$ cat src/rtl/task_dispatcher_if.sv
// Op bus, sorter words and host handshake shared between task_dispatcher and its tasks/host.
// The dispatcher side uses the master modport; tasks and host drive through slave.
interface task_dispatcher_if #(
   parameter int N_TASKS = 8
);
   logic [8*N_TASKS-1:0] sorter_in;
   logic [N_TASKS-1:0]   exe_flag;
   logic [15:0]          host_op;
   logic                 host_valid;
   logic                 host_ready;
   logic [15:0]          op_out;
   logic                 op_valid;
   logic [3:0]           cur_task;
   logic                 busy;
   logic [7:0]           err_cnt;

   modport master (
      input  sorter_in, exe_flag, host_op, host_valid,
      output host_ready, op_out, op_valid, cur_task, busy, err_cnt
   );

   modport slave (
      output sorter_in, exe_flag, host_op, host_valid,
      input  host_ready, op_out, op_valid, cur_task, busy, err_cnt
   );
endinterface

$ cat src/rtl/task_dispatcher.sv
// Picks the highest-priority ready task, issues Execute, waits for its ack, runs a time slice,
// then issues Finish; forwards host op words while idle. Optional: DISPATCH_ROUND_ROBIN_EN.
module task_dispatcher #(
   parameter int N_TASKS      = 8,
   parameter int SLICE_CYCLES = 1000,
   parameter int ACK_TIMEOUT  = 64
) (
   input  logic              CLK,
   input  logic              RST,
   task_dispatcher_if.master bus
);
   localparam int IDX_W   = (N_TASKS > 1) ? $clog2(N_TASKS) : 1;
   localparam int SLICE_W = $clog2(SLICE_CYCLES);
   localparam int ACK_W   = (ACK_TIMEOUT > 1) ? $clog2(ACK_TIMEOUT) : 1;

   localparam logic [SLICE_W-1:0] SLICE_LAST = SLICE_W'(SLICE_CYCLES - 1);
   localparam logic [ACK_W-1:0]   ACK_LAST   = ACK_W'(ACK_TIMEOUT - 1);
   localparam logic [3:0]         OP_EXECUTE = 4'h7;
   localparam logic [3:0]         OP_FINISH  = 4'hF;

   typedef enum logic [2:0] {
      S_IDLE, S_SEL, S_EXE, S_ACK, S_RUN, S_FIN
   } state_e;

   state_e             state_q;
   logic [IDX_W-1:0]   idx_q;
   logic [3:0]         id_q;
   logic [SLICE_W-1:0] slice_cnt_q;
   logic [ACK_W-1:0]   ack_cnt_q;
   logic [15:0]        op_out_q;
   logic               op_valid_q;
   logic [3:0]         cur_task_q;
   logic               busy_q;
   logic [7:0]         err_cnt_q;

   logic [IDX_W-1:0]   start_idx;
   logic               win_found_d;
   logic [IDX_W-1:0]   win_idx_d;
   logic [3:0]         win_id_d;
   logic [3:0]         win_prio_d;

`ifdef DISPATCH_ROUND_ROBIN_EN
   logic [IDX_W-1:0]   last_idx_q;

   assign start_idx = (int'(last_idx_q) == N_TASKS - 1) ? '0 : last_idx_q + 1'b1;
`else
   assign start_idx = '0;
`endif

   // Scan slots starting at start_idx; strict '>' keeps the first slot met on a priority tie.
   always_comb begin
      // NOTE: every output of a combinational block gets a default first, so no path leaves it
      // unassigned and no latch is inferred.
      win_found_d = 1'b0;
      win_idx_d   = '0;
      win_id_d    = '0;
      win_prio_d  = '0;
      for (int k = 0; k < N_TASKS; k++) begin
         int slot;
         slot = int'(start_idx) + k;
         if (slot >= N_TASKS) slot = slot - N_TASKS;
         if (bus.sorter_in[8*slot +: 8] != 8'h00 &&
             (!win_found_d || bus.sorter_in[8*slot +: 4] > win_prio_d)) begin
            win_found_d = 1'b1;
            win_idx_d   = IDX_W'(slot);
            win_id_d    = bus.sorter_in[8*slot+4 +: 4];
            win_prio_d  = bus.sorter_in[8*slot +: 4];
         end
      end
   end

   // NOTE: state and registered outputs use non-blocking assignments so every register samples
   // the pre-edge values of the others, independent of statement order.
   always_ff @(posedge CLK) begin
      if (RST) begin
         state_q     <= S_IDLE;
         idx_q       <= '0;
         id_q        <= '0;
         slice_cnt_q <= '0;
         ack_cnt_q   <= '0;
         op_out_q    <= '0;
         op_valid_q  <= 1'b0;
         cur_task_q  <= '0;
         busy_q      <= 1'b0;
         err_cnt_q   <= '0;
`ifdef DISPATCH_ROUND_ROBIN_EN
         last_idx_q  <= IDX_W'(N_TASKS - 1);
`endif
      end else begin
         op_valid_q <= 1'b0;
         unique case (state_q)
            S_IDLE: begin
               if (bus.host_valid) begin
                  op_out_q   <= bus.host_op & 16'h0FFF;
                  op_valid_q <= 1'b1;
               end else if (|bus.sorter_in) begin
                  busy_q  <= 1'b1;
                  state_q <= S_SEL;
               end
            end
            S_SEL: begin
               if (win_found_d) begin
                  idx_q      <= win_idx_d;
                  id_q       <= win_id_d;
                  op_out_q   <= {4'h0, win_id_d, OP_EXECUTE, 4'h0};
                  op_valid_q <= 1'b1;
                  state_q    <= S_EXE;
`ifdef DISPATCH_ROUND_ROBIN_EN
                  last_idx_q <= win_idx_d;
`endif
               end else begin
                  // Every slot dropped between detection and selection.
                  busy_q  <= 1'b0;
                  state_q <= S_IDLE;
               end
            end
            S_EXE: begin
               ack_cnt_q  <= '0;
               cur_task_q <= id_q;
               state_q    <= S_ACK;
            end
            S_ACK: begin
               if (bus.exe_flag[idx_q]) begin
                  slice_cnt_q <= '0;
                  state_q     <= S_RUN;
               end else if (ack_cnt_q == ACK_LAST) begin
                  if (err_cnt_q != 8'hFF) err_cnt_q <= err_cnt_q + 8'd1;
                  cur_task_q <= '0;
                  busy_q     <= 1'b0;
                  state_q    <= S_IDLE;
               end else begin
                  ack_cnt_q <= ack_cnt_q + 1'b1;
               end
            end
            S_RUN: begin
               slice_cnt_q <= slice_cnt_q + 1'b1;
               if (bus.sorter_in[8*idx_q +: 8] == 8'h00 || slice_cnt_q == SLICE_LAST) begin
                  op_out_q   <= {4'h0, id_q, OP_FINISH, 4'h0};
                  op_valid_q <= 1'b1;
                  cur_task_q <= '0;
                  state_q    <= S_FIN;
               end
            end
            S_FIN: begin
               busy_q  <= 1'b0;
               state_q <= S_IDLE;
            end
            default: state_q <= S_IDLE;
         endcase
      end
   end

   assign bus.host_ready = (state_q == S_IDLE) && !RST;
   assign bus.op_out     = op_out_q;
   assign bus.op_valid   = op_valid_q;
   assign bus.cur_task   = cur_task_q;
   assign bus.busy       = busy_q;
   assign bus.err_cnt    = err_cnt_q;
endmodule

$ cat src/flat_wrapper.sv
// flat-port wrapper written by rule: the top's interface ports become plain ports
module task_dispatcher_flat 
#(
   parameter int N_TASKS      = 8,
   parameter int SLICE_CYCLES = 1000,
   parameter int ACK_TIMEOUT  = 64
)
  (CLK, RST, bus_sorter_in, bus_exe_flag, bus_host_op, bus_host_valid, bus_host_ready, bus_op_out, bus_op_valid, bus_cur_task, bus_busy, bus_err_cnt);
  task_dispatcher_if #(.N_TASKS(N_TASKS)) bus_i ();
  input  logic CLK;
  input  logic RST;
  input wire logic [$bits(bus_i.sorter_in)-1:0] bus_sorter_in;
  input wire logic [$bits(bus_i.exe_flag)-1:0] bus_exe_flag;
  input wire logic [$bits(bus_i.host_op)-1:0] bus_host_op;
  input wire logic [$bits(bus_i.host_valid)-1:0] bus_host_valid;
  output wire logic [$bits(bus_i.host_ready)-1:0] bus_host_ready;
  output wire logic [$bits(bus_i.op_out)-1:0] bus_op_out;
  output wire logic [$bits(bus_i.op_valid)-1:0] bus_op_valid;
  output wire logic [$bits(bus_i.cur_task)-1:0] bus_cur_task;
  output wire logic [$bits(bus_i.busy)-1:0] bus_busy;
  output wire logic [$bits(bus_i.err_cnt)-1:0] bus_err_cnt;
  assign bus_i.sorter_in = bus_sorter_in;
  assign bus_i.exe_flag = bus_exe_flag;
  assign bus_i.host_op = bus_host_op;
  assign bus_i.host_valid = bus_host_valid;
  assign bus_host_ready = bus_i.host_ready;
  assign bus_op_out = bus_i.op_out;
  assign bus_op_valid = bus_i.op_valid;
  assign bus_cur_task = bus_i.cur_task;
  assign bus_busy = bus_i.busy;
  assign bus_err_cnt = bus_i.err_cnt;
  task_dispatcher #(.N_TASKS(N_TASKS), .SLICE_CYCLES(SLICE_CYCLES), .ACK_TIMEOUT(ACK_TIMEOUT)) u_core (.CLK(CLK), .RST(RST), .bus(bus_i));
endmodule
$ cat config.mk
export PLATFORM = sky130hd
export DESIGN_NAME = task_dispatcher_flat
export DESIGN_NICKNAME = d
export VERILOG_FILES = /design/src/rtl/task_dispatcher_if.sv /design/src/rtl/task_dispatcher.sv /design/src/flat_wrapper.sv
export SDC_FILE = /design/constraint.sdc
export NUM_CORES = 1
export LEC_CHECK = 0
export ABC_AREA = 1
export CORE_ASPECT_RATIO = 0.6
export CORE_MARGIN = 4
export CORE_UTILIZATION = 25
export CTS_BUF_LIST = sky130_fd_sc_hd__clkbuf_8
export DETAILED_ROUTE_END_ITERATION = 10
export HOLD_SLACK_MARGIN = 0.03
export PLACE_DENSITY_LB_ADDON = 0.2
export SYNTH_ARGS = -nofsm -noshare
export SYNTH_HDL_FRONTEND = slang
export SYNTH_SLANG_ARGS = --single-unit
$ cat constraint.sdc
create_clock -name CLK -period 22.8 [get_ports CLK]
set_clock_uncertainty 0.15 [all_clocks]
set_input_delay 4.56 -clock CLK [delete_from_list [all_inputs] [get_ports CLK]]
set_output_delay 4.56 -clock CLK [all_outputs]
set_load 0.005 [all_outputs]
==> impl.org <==
** Clock network
- CTS sink cnt :: 52
- Number of buffers inserted to repair setup after CTS :: 0
- TritonCTS clock tree :: built
- In this run, CTS created clock tree buffers numbering 5.
- Deepest clock path buffer count :: 2
- Root Buffer :: sky130_fd_sc_hd__clkbuf_8
- Maximum level of the CTS H-tree :: 2
- Clock transition at the register clock pins on the worst setup and hold paths after CTS :: 0.10 ns
- Hold buffers post-CTS :: 0
- Once the clock tree was built, the resizer swapped 0 gates to a different size.
- Insertion delay of the later-clocked pin in the worst-skew pair :: 0.32 ns

** Synth
- FF+latch count, synth :: 52
- For this run, the register share of the synthesized area comes to 0.2170.
- Measured against the total synthesized area, the mux share comes to 0.
- Among all flip-flop cells after synthesis, the most frequent one is sky130_fd_sc_hd__dfxtp_1.
- Of the total synthesized cell area, the portion taken by XOR and XNOR cells is 0.003652.
- For this run, the number of Yosys warnings is 0.
- Netlist area before placement :: 4797 sq um
- Number of enable flip-flop cells after synthesis :: 0
- The complex-gate fraction of the synthesized area is 0.1974.
- Of the total synthesized cell area, the portion taken by full adders, half adders and majority gates is 0.08086.
- FFs w/ async S/R, synth :: 0
- Synthesis produced 794 cells.
- Of the total synthesized cell area, the portion taken by AND, OR, NAND and NOR gates is 0.3774.
- Main combinational cell family by area after synthesis :: simple AND/OR/NAND/NOR gates
- Synthesis instantiated 46 different standard cells from the library.
- Avg Cell Area, Syn :: 6.042 sq um

** Floorplan
- Die area :: 21540 sq um
- Row generation in the floorplan step produced 38 rows.
- The floorplan step defined a core boundary enclosing 18450 sq um.
- I/O Pins :: 122
- Die boundary width :: 186.8 um
- Initial cell density of the core :: 0.2600
- Die Y :: 115.3 um

** Place
- Cell total after placement :: 1128
- Buffers on Ports :: 113
- The congestion estimate from routability-driven global placement came to 0.8545.
- Detailed placement finished with a half-perimeter wire length of 13.77 mm.

** Critical path
- Highest-delay cell along the critical path :: sky130_fd_sc_hd__clkdlybuf4s50_1
- The critical path contains buffers and inverters numbering 11 combined.
- Crit path max-delay family :: simple AND/OR/NAND/NOR gates
- CP endpoint kind :: flop
- STA puts the critical path data required time at 22.88 ns.
- Kind of start point of the critical path :: input port
- Worst-path fanout max :: 16
- The worst setup path is of the input port to flop kind.
- Most frequent cell on the critical path :: sky130_fd_sc_hd__nand2_1
- Peak per-stage delay on the critical path :: 0.52 ns
- Critical path data arrival time :: 15.06 ns
- In this run the number of cells on the critical path is 73.
- The worst register-to-register path has a depth of 11.

** Final layout
- Relative to the synthesized area, the layout overhead comes to 28.82%.
- Measured on the finished design, the core utilization comes to 0.3350.
- Number of standard cells in the layout, taps in and fillers out :: 1136
- The final layout contains 1017 nets.
- In the final layout, the share of cells above drive strength 1 is 0.06808.
- 0 antenna diodes ended up in the layout.
- Layout filler cell count :: 2060

** Drt
- The final layout contains routed wiring with a total length of 16.80 mm.
- Detail-routed via count per cell :: 4.662
- For this run, the detailed router's first-pass iteration total came to 5.
- Routed wire per std cell :: 14.78 um
- After the first detailed-routing iteration, the DRC count stood at 396.
- Antenna Nets Post-Route :: 0
- Post-detailed-route DRC marker count :: 0
- For this block, the via count after detailed routing is 5296.

** Power and ir drop
- Summed over all nets, the switching power comes to 0.3613 mW.
- Combinational group share of total power :: 0.735
- Final Power :: 0.6600 mW
- Of the total power, the share spent switching nets is 0.5475.
- Across the VDD grid, the largest voltage drop is 0.00004748 V.
- Power per cell area :: 106.8 nW/um^2
- For this design the static power due to leakage is 2.785 nW.
- The internal portion of the total power is 0.2986 mW.
- The share of total power dissipated in sequential elements is 0.177.
- Of the total power, the clock network draws 0.088.

** STA
- After routing, the total negative slack on setup checks comes to 0 ns.
- Final count of hold timing violations :: 0
- Setup violations remaining at the end of the flow were counted as 0.
- Slew at the pin closest to its max-slew limit :: 1.029 ns
- Dividing the final minimum period by the clock period gives 0.6568.
- Post-route minimum period :: 14.97 ns
- Setup repair after global routing left no endpoint under its margin.
- Measured against its own limit, the worst slew margin works out to 0.3115.
- Timing would allow up to 66.78 MHz.
- Max-slew violations :: 0

** Status
- The run finished with clean final reports.

** Worst hold path
- The worst hold path belongs to the class flop to flop.
- Number of cells traversed by the worst hold path :: 2

** GRT
- Total overflow reported by the global router :: 0
- The number of global-route vias before repair came to 4994.
- The initial antenna violation count is 0.
- Entering global routing, the biggest net connects 43 pins.
- Global-route total usage across every layer :: 0.1555
- The first global-routing pass estimated 27.10 mm of wire.

** Job
- Number of violations of the max-capacitance limit :: 0
registers in the layout, summed over array words and instances, names as in the netlist:
| signal | flops |
|---|---|
| u_core.bus.err_cnt | 8 |
| u_core.bus.op_valid | 1 |
| u_core.id_q | 4 |
| u_core.bus.op_out | 12 |
| u_core.bus.cur_task | 4 |
| u_core.state_q | 3 |
| u_core.ack_cnt_q | 6 |
| u_core.idx_q | 3 |
| u_core.slice_cnt_q | 10 |
| u_core.bus.busy | 1 |
power groups by stage:
stage | Sequential, mW | Combinational (mW) | Clock (mW)
final | 0.117 | 0.485 | 0.0582
after global routing | 0.119 | 0.561 | 0.0648
after CTS | 0.117 | 0.483 | 0.0611
after detailed placement | 0.119 | 0.480 | 0
after global placement | 0.119 | 0.474 | 0
after floorplan | 0.115 | 0.348 | 0
through the flow:
step | instance area (sq um) | setup slack [ns] | hold WS [ns]
final | 6180 | 7.825 | 0.3182
after global routing | 6180 | 6.553 | 0.3420
after CTS | 6180 | 7.963 | 0.3187
after detailed placement | 6083 | 7.647 | 0.3043
after global placement | 6083 | 7.727 | 0.3017
after floorplan | 4808 | 10.49 | 0.2996
Yosys cell counts, types with 7 or more instances:
| library cell | instances | area share |
|---|---|---|
| sky130_fd_sc_hd__nand2_1 | 219 | 0.17 |
| sky130_fd_sc_hd__inv_1 | 99 | 0.077 |
| sky130_fd_sc_hd__nor2_1 | 75 | 0.059 |
| sky130_fd_sc_hd__a21oi_1 | 68 | 0.071 |
| sky130_fd_sc_hd__nand3_1 | 58 | 0.061 |
| sky130_fd_sc_hd__dfxtp_1 | 52 | 0.22 |
| sky130_fd_sc_hd__o21ai_0 | 52 | 0.054 |
| sky130_fd_sc_hd__ha_1 | 31 | 0.081 |
| sky130_fd_sc_hd__o21ai_1 | 14 | 0.015 |
| sky130_fd_sc_hd__nand2_2 | 12 | 0.016 |
| sky130_fd_sc_hd__inv_2 | 10 | 0.0078 |
| sky130_fd_sc_hd__buf_4 | 9 | 0.014 |
| sky130_fd_sc_hd__nand4_1 | 8 | 0.010 |
| sky130_fd_sc_hd__clkbuf_1 | 7 | 0.0055 |
| sky130_fd_sc_hd__o211ai_1 | 7 | 0.011 |
worst register-to-register path, delay by kind of cell, from the launching register on:
family	cells	cell delay, ns
buffers and inverters	2	0.46
DFF	1	0.68
and+or+nand+nor	5	0.78
AOI/OAI and AO/OA	4	0.63
routing by layer:
metal	share of wire	track usage	vias up
met5	0	0	-
met4	0.0043	0.01773	0
met3	0.059	0.02367	8
met2	0.36	0.2078	154
met1	0.57	0.2605	2350
li1	-	-	2784
path summary, 6_finish.rpt:
kind	startpoint	slack, ns	end
worst max-delay path	bus_sorter_in[1]	7.83	u_core.id_q[3]
worst min register to register	u_core.bus.op_out[6]	0.32	u_core.bus.op_out[6]
worst min-delay path	u_core.bus.op_out[6]	0.32	u_core.bus.op_out[6]
worst max register to register	u_core.idx_q[1]	19.98	u_core.bus.op_out[0]
kinds of logic after synthesis:
kind of cell / after synthesis
simple gates: 407
compound gates: 167
buf+inv: 134
flops: 52
fa+ha+maj: 31
xor+xnor: 2
other cells: 1
cell usage in the layout (no fill, tap or decap), types with 5 or more instances in the layout:
| cell | instances |
|---|---|
| sky130_fd_sc_hd__nor3_1 | 6 |
| sky130_fd_sc_hd__a21oi_1 | 68 |
| sky130_fd_sc_hd__o21ai_0 | 52 |
| sky130_fd_sc_hd__nor2_2 | 5 |
| sky130_fd_sc_hd__nand4_1 | 8 |
| sky130_fd_sc_hd__a31oi_1 | 6 |
| sky130_fd_sc_hd__inv_2 | 10 |
| sky130_fd_sc_hd__o21ai_1 | 14 |
| sky130_fd_sc_hd__o21ai_2 | 6 |
| sky130_fd_sc_hd__nand2_2 | 12 |
| sky130_fd_sc_hd__inv_1 | 99 |
| sky130_fd_sc_hd__o211ai_1 | 7 |
| sky130_fd_sc_hd__nand3_1 | 58 |
| sky130_fd_sc_hd__nand2_1 | 219 |
| sky130_fd_sc_hd__dfxtp_1 | 52 |
| sky130_fd_sc_hd__clkbuf_8 | 6 |
| sky130_fd_sc_hd__clkdlybuf4s50_1 | 113 |
| sky130_fd_sc_hd__ha_1 | 31 |
| sky130_fd_sc_hd__nor2_1 | 75 |
| sky130_fd_sc_hd__nor2_4 | 5 |
area by class of cell:
cell class / instances / area, sq um / share of cell area
flip-flops and latches: 52 / 1041 / 0.1685
repair buffers: 115 / 1146 / 0.1855
clock buffers: 6 / 82.58 / 0.01336
inverters: 110 / 417.9 / 0.06763
multi-input cells: 611 / 3178 / 0.5143
well taps: 240 / 300.3 / 0.04859
clock inverters: 2 / 13.76 / 0.002227
No activity file was read; power rests on OpenSTA's default activity.
